<file path="src/rtl/evb_arbiter_pkg.sv">
// Shared types and constants for the EVB round-robin arbiter.
// State encodings, EVB write-mask codes and the timeout read-data pattern.
package evb_arbiter_pkg;

    typedef enum logic [1:0] {
        ARB_IDLE    = 2'd0,
        ARB_BUSY    = 2'd1,
        ARB_RELEASE = 2'd2
    } arb_state_e;

    localparam logic [1:0] EVB_MASK_DUMMY = 2'b00;
    localparam logic [1:0] EVB_MASK_L     = 2'b01;
    localparam logic [1:0] EVB_MASK_H     = 2'b10;
    localparam logic [1:0] EVB_MASK_W     = 2'b11;

    localparam logic [31:0] EVB_ARB_TIMEOUT_VAL = 32'hDEADBEEF;

endpackage

</file>
<file path="src/rtl/evb_arbiter_rr_pick.sv">
// Combinational round-robin picker: first set request strictly after ptr_i,
// wrapping to the lowest set request when nothing above ptr_i is pending.
module evb_rr_pick #(
    parameter int NREQ = 2,
    parameter int IDXW = 1
) (
    input  logic [NREQ-1:0] req_i,
    input  logic [IDXW-1:0] ptr_i,
    output logic            valid_o,
    output logic [IDXW-1:0] idx_o
);

    logic            hi_v;
    logic            lo_v;
    logic [IDXW-1:0] hi_idx;
    logic [IDXW-1:0] lo_idx;

    // hi_* covers the slots after the pointer, lo_* is the wrapped fallback.
    always_comb begin
        hi_v   = 1'b0;
        lo_v   = 1'b0;
        hi_idx = '0;
        lo_idx = '0;
        for (int i = 0; i < NREQ; i++) begin
            if (req_i[i] && (IDXW'(i) > ptr_i) && !hi_v) begin
                hi_v   = 1'b1;
                hi_idx = IDXW'(i);
            end
            if (req_i[i] && !lo_v) begin
                lo_v   = 1'b1;
                lo_idx = IDXW'(i);
            end
        end
        valid_o = hi_v | lo_v;
        idx_o   = hi_v ? hi_idx : lo_idx;
    end

endmodule

</file>
<file path="src/rtl/evb_arbiter.sv">
// Round-robin arbiter sharing one EVB target among NREQ request/finish requesters.
// Optional watchdog enabled by defining EVB_ARB_TIMEOUT_EN.
module evb_arbiter
    import evb_arbiter_pkg::*;
#(
    parameter int NREQ    = 2,
    parameter int TIMEOUT = 255
) (
    input  logic                 clk,
    input  logic                 rst,
    input  logic [NREQ-1:0]      s_request,
    input  logic [16*NREQ-1:0]   s_addr,
    input  logic [2*NREQ-1:0]    s_wr_mask,
    input  logic [32*NREQ-1:0]   s_wr_data,
    output logic [NREQ-1:0]      s_finish,
    output logic [31:0]          s_rd_data,
    output logic                 m_request,
    output logic [15:0]          m_addr,
    output logic [1:0]           m_wr_mask,
    output logic [31:0]          m_wr_data,
    input  logic                 m_finish,
    input  logic [31:0]          m_rd_data,
    output logic [2:0]           grant_id,
    output logic                 busy,
    output logic                 err
);

    localparam int IDXW = $clog2(NREQ);

    arb_state_e      state_q;
    logic [IDXW-1:0] ptr_q;
    logic [2:0]      grant_q;
    logic [NREQ-1:0] s_finish_q;
    logic [31:0]     s_rd_data_q;
    logic            m_request_q;
    logic [15:0]     m_addr_q;
    logic [1:0]      m_wr_mask_q;
    logic [31:0]     m_wr_data_q;

    logic            pick_valid;
    logic [IDXW-1:0] pick_idx;
    logic [15:0]     sel_addr_d;
    logic [1:0]      sel_mask_d;
    logic [31:0]     sel_data_d;
    logic [NREQ-1:0] finish_vec_d;

`ifdef EVB_ARB_TIMEOUT_EN
    logic [15:0]     cnt_q;
    logic            err_q;
`endif

    evb_rr_pick #(
        .NREQ (NREQ),
        .IDXW (IDXW)
    ) u_pick (
        .req_i   (s_request),
        .ptr_i   (ptr_q),
        .valid_o (pick_valid),
        .idx_o   (pick_idx)
    );

    always_comb begin
        sel_addr_d   = '0;
        sel_mask_d   = '0;
        sel_data_d   = '0;
        finish_vec_d = '0;
        for (int i = 0; i < NREQ; i++) begin
            if (pick_idx == IDXW'(i)) begin
                sel_addr_d = s_addr[16*i +: 16];
                sel_mask_d = s_wr_mask[2*i +: 2];
                sel_data_d = s_wr_data[32*i +: 32];
            end
            finish_vec_d[i] = (grant_q == 3'(i));
        end
    end

    always_ff @(posedge clk) begin
        if (rst) begin
            state_q     <= ARB_IDLE;
            ptr_q       <= IDXW'(NREQ - 1);
            grant_q     <= '0;
            s_finish_q  <= '0;
            s_rd_data_q <= '0;
            m_request_q <= 1'b0;
            m_addr_q    <= '0;
            m_wr_mask_q <= '0;
            m_wr_data_q <= '0;
`ifdef EVB_ARB_TIMEOUT_EN
            cnt_q       <= '0;
            err_q       <= 1'b0;
`endif
        end else begin
            s_finish_q <= '0;
            case (state_q)
                ARB_IDLE: begin
                    if (pick_valid) begin
                        grant_q     <= 3'(pick_idx);
                        ptr_q       <= pick_idx;
                        m_request_q <= 1'b1;
                        m_addr_q    <= sel_addr_d;
                        m_wr_mask_q <= sel_mask_d;
                        m_wr_data_q <= sel_data_d;
                        state_q     <= ARB_BUSY;
`ifdef EVB_ARB_TIMEOUT_EN
                        cnt_q       <= '0;
`endif
                    end
                end
                ARB_BUSY: begin
                    // m_finish wins over a watchdog expiry in the same cycle.
                    if (m_finish) begin
                        s_finish_q  <= finish_vec_d;
                        s_rd_data_q <= m_rd_data;
                        m_request_q <= 1'b0;
                        m_addr_q    <= '0;
                        m_wr_mask_q <= '0;
                        m_wr_data_q <= '0;
                        state_q     <= ARB_RELEASE;
                    end
`ifdef EVB_ARB_TIMEOUT_EN
                    else if (cnt_q == 16'(TIMEOUT - 1)) begin
                        s_finish_q  <= finish_vec_d;
                        s_rd_data_q <= EVB_ARB_TIMEOUT_VAL;
                        m_request_q <= 1'b0;
                        m_addr_q    <= '0;
                        m_wr_mask_q <= '0;
                        m_wr_data_q <= '0;
                        err_q       <= 1'b1;
                        state_q     <= ARB_RELEASE;
                    end else begin
                        cnt_q <= cnt_q + 16'd1;
                    end
`endif
                end
                // The finishing requester still holds s_request here, so it is not sampled.
                ARB_RELEASE: state_q <= ARB_IDLE;
                default:     state_q <= ARB_IDLE;
            endcase
        end
    end

    assign s_finish  = s_finish_q;
    assign s_rd_data = s_rd_data_q;
    assign m_request = m_request_q;
    assign m_addr    = m_addr_q;
    assign m_wr_mask = m_wr_mask_q;
    assign m_wr_data = m_wr_data_q;
    assign grant_id  = grant_q;
    assign busy      = (state_q != ARB_IDLE);

`ifdef EVB_ARB_TIMEOUT_EN
    assign err = err_q;
`else
    assign err = 1'b0;
`endif

endmodule

</file>
<file path="config.mk">
export PLATFORM = sky130hd
export DESIGN_NAME = evb_arbiter
export DESIGN_NICKNAME = d
export VERILOG_FILES = /design/src/rtl/evb_arbiter_pkg.sv /design/src/rtl/evb_arbiter_rr_pick.sv /design/src/rtl/evb_arbiter.sv
export SDC_FILE = /design/constraint.sdc
export NUM_CORES = 1
export LEC_CHECK = 0
export BUFFER_PORTS_ARGS = -buffer_cell sky130_fd_sc_hd__buf_4
export CORE_MARGIN = 5
export CORE_UTILIZATION = 45
export CTS_BUF_LIST = sky130_fd_sc_hd__clkbuf_8
export DETAILED_ROUTE_END_ITERATION = 10
export PLACE_DENSITY = 0.94
export SYNTH_ARGS = -nofsm -noshare
export SYNTH_HDL_FRONTEND = slang
export SYNTH_SLANG_ARGS = --single-unit
</file>
<file path="constraint.sdc">
create_clock -name clk -period 2.75 [get_ports clk]
set_clock_uncertainty 0.05 [all_clocks]
set_input_delay 0.1375 -clock clk [delete_from_list [all_inputs] [get_ports clk]]
set_output_delay 0.1375 -clock clk [all_outputs]
set_load 0.1 [all_outputs]
</file>
==> flow_metrics.env <==
export IMPL_status="finished clean"
export IMPL_r2r_slack_ns=0.77
export IMPL_fin_nets=777
export IMPL_slew_violations=0
export IMPL_ant_nets=0
export IMPL_synthArstFlopShare_pct=0
export IMPL_crit_family="simple AND/OR/NAND/NOR gates"
export IMPL_synthMuxAreaShare_pct=0
export IMPL_rsz0062_at_grt="no"
export IMPL_slowest_stage="nand3b_1"
export IMPL_die_area_mm2=0.0101
export IMPL_power_density_mw_per_mm2=626
export IMPL_slew_headroom_pct=39.8
export IMPL_syn_inst=410
export IMPL_cts_buffers=9
export IMPL_tightest_slew_ns=0.900
export IMPL_syn_area_mm2=0.00367
export IMPL_reg2regPathDepth=4
export IMPL_nFillCells=580
export IMPL_yosys_area_share_simple_pct=9.24
export IMPL_hp_class="input pin to register"
export IMPL_cts_tree="done"
export IMPL_synth_xor_area_share_pct=0
export IMPL_track_usage_pct=25.6
export IMPL_timing_fmax_mhz=505
export IMPL_drt_first_pass_iters=5
export IMPL_arrival_ns=2.16
export IMPL_postLayoutCoreUtil_pct=72.4
export IMPL_path_class="register to register"
export IMPL_peakVddDrop_v=0.000390
export IMPL_synth_ff_type="dfxtp_1"
export IMPL_timing_final_crit_share_pct=72.0
export IMPL_avgSynthCellArea_um2=8.95
export IMPL_synth_top_family_by_area="compound AO/OA/AOI/OAI gates"
export IMPL_drt_wirelength_per_cell_um=18.2
export IMPL_synth_seq_cells=89
export IMPL_die_x_um=100
export IMPL_total_power_mw=3.67
export IMPL_drt_iter0_markers=293
export IMPL_dp_cells=699
export IMPL_gp_congestion=0.910
export IMPL_hold_violations=0
export IMPL_die_h_um=100
export IMPL_hpwl_mm=8.88
export IMPL_grt_pass1_wl_mm=20.6
export IMPL_drc=0
export IMPL_worst_setup_hold_path_clk_slew_ns=0.11
export IMPL_syn_to_final_growth_pct=59.7
export IMPL_coreArea_mm2=0.00809
export IMPL_r2r_start="state_q[0]"
export IMPL_rows=33
export IMPL_r2r_end="s_rd_data[25]"
export IMPL_crit_chain="nand3b_1 > buf_4 > nand2_1 > a21oi_1"
export IMPL_clock_path_buffers=2
export IMPL_synthAdderAreaFrac_pct=0
export IMPL_fin_setup_tns_ns=0
export IMPL_grt_pass1_vias=4260
export IMPL_clock_latency_ns=0.36
export IMPL_layout_common_cells="230 x buf_4, 89 x dfxtp_1, 66 x nand2_1, 50 x a22oi_1, 50 x o2bb2ai_1"
export IMPL_start_kind="register"
export IMPL_pin_count=227
export IMPL_synth_cell_types=28
export IMPL_via_count=4221
export IMPL_slowest_delay_ns=0.68
export IMPL_htree_num_levels=3
export IMPL_holdPathStages=3
export IMPL_fin_cells=751
export IMPL_required_ns=2.93
export IMPL_synth_edf_count=0
export IMPL_cts_sinks=89
export IMPL_start_util_pct=45.4
export IMPL_layout_min_cycle_time_ns=1.98
export IMPL_layout_commonest_cell="buf_4"
export IMPL_cts_root_buf="clkbuf_8"
export IMPL_routed_wl_mm=13.7
export IMPL_ys_seq_area_share_pct=48.5
export IMPL_cp_end_kind="register"
export IMPL_viasPerCell=5.62
export IMPL_hold_start="s_wr_data[20]"
export IMPL_synth_warnings=0
export IMPL_min_to="m_wr_data[20]"
export IMPL_crit_fanout=23
export IMPL_worstPathBufferInverterCount=1
export IMPL_pre_cts_ws_ns=0.838
export IMPL_grt_max_degree=57
export IMPL_grt_overflow=0
export IMPL_setup_viol=0
export IMPL_cts_setup_buffers=0
export IMPL_antenna_found_initial=1
export IMPL_port_buffers=223
export IMPL_maxCapViolCount=0
export IMPL_setup_ws_ns=0.770
export IMPL_synth_compound_area_share_pct=35.0
export IMPL_p_leak_nw=2.58
export IMPL_drive_above_1_share_pct=39.2
-- how the worst max path moves through the flow --
stage / from / to / slack, ns / cells after the start
2_1_floorplan: state_q[0] / m_addr[4] / 1.32 / 5
3_3_place_gp: state_q[0] / s_rd_data[30] / 0.94 / 4
3_5_place_dp: state_q[0] / s_rd_data[13] / 0.84 / 4
4_1_cts: state_q[0] / s_rd_data[25] / 0.84 / 4
5_1_grt: state_q[0] / s_rd_data[28] / 0.67 / 4
6_report: state_q[0] / s_rd_data[25] / 0.77 / 4
-- layout make-up --
class                      count  area, µm²  area share, %
antenna                        1       2.50         0.0427
sequential                    89       1780           30.4
tap                          105        131           2.24
inverter                       2       7.51          0.128
multi-input combinational    272       1650           28.2
clock inverter                 7       65.1           1.11
timing repair buffer         266       2100           35.8
clock buffer                   9        124           2.11
-- metrics by stage --
step	hold slack [ns]	instance area (µm²)
floorplan	0.167	3680
global placement	0.333	5320
detailed placement	0.344	5320
CTS	0.00159	5850
global route	0.00345	5860
finish	0.0169	5860
-- flip-flops by register name, summed over array words and instances, names as in the netlist --
signal	cells
m_addr	16
m_wr_data	32
state_q	2
grant_id	1
s_finish	2
m_wr_mask	2
m_request	1
s_rd_data	32
ptr_q	1
-- cells in the mapped netlist, drive strengths merged (2+ instances only) --
master   count  area share, %
dfxtp       89             49
nand2       66            6.7
o21ai       51            7.0
a22oi       50             10
o2bb2ai     50             12
a21oi       34            4.6
clkbuf      31            3.2
buf         18            3.7
nor2         3           0.31
inv          2           0.20
nand2b       2           0.34
nor3         2           0.27
-- power by group --
part           internal (mW)  total (mW)  switching (mW)
logic                  0.371        1.33           0.958
registers               1.38        1.44          0.0613
clock network          0.355       0.896           0.541
total                   2.11        3.67            1.56
-- tightest hold or removal path, delay by kind of cell --
family,cells,cell delay [ns]
compound gates,2,0.18
buf+inv,1,0.08
-- cells by family after synthesis --
group	count (synthesis)
compound gates	189
buf+inv	51
flops	89
other cells	1
simple gates	80
-- routing by layer --
metal	track usage [%]	wire [µm]	vias to the layer above
met5	0	0	-
met1	28.4	4920	1997
met3	7.71	1190	40
met2	44.6	7080	236
met4	12.3	469	0
li1	-	-	1948
-- what timing repair did --
item | CTS | global route
hold buffers | 34 | 1
endpoints found under the hold margin | 34 | 1
endpoints found under the setup margin | 0 | 0
gates resized for setup | 0 | 0
Note: power is estimated with default switching activity, not from simulation.
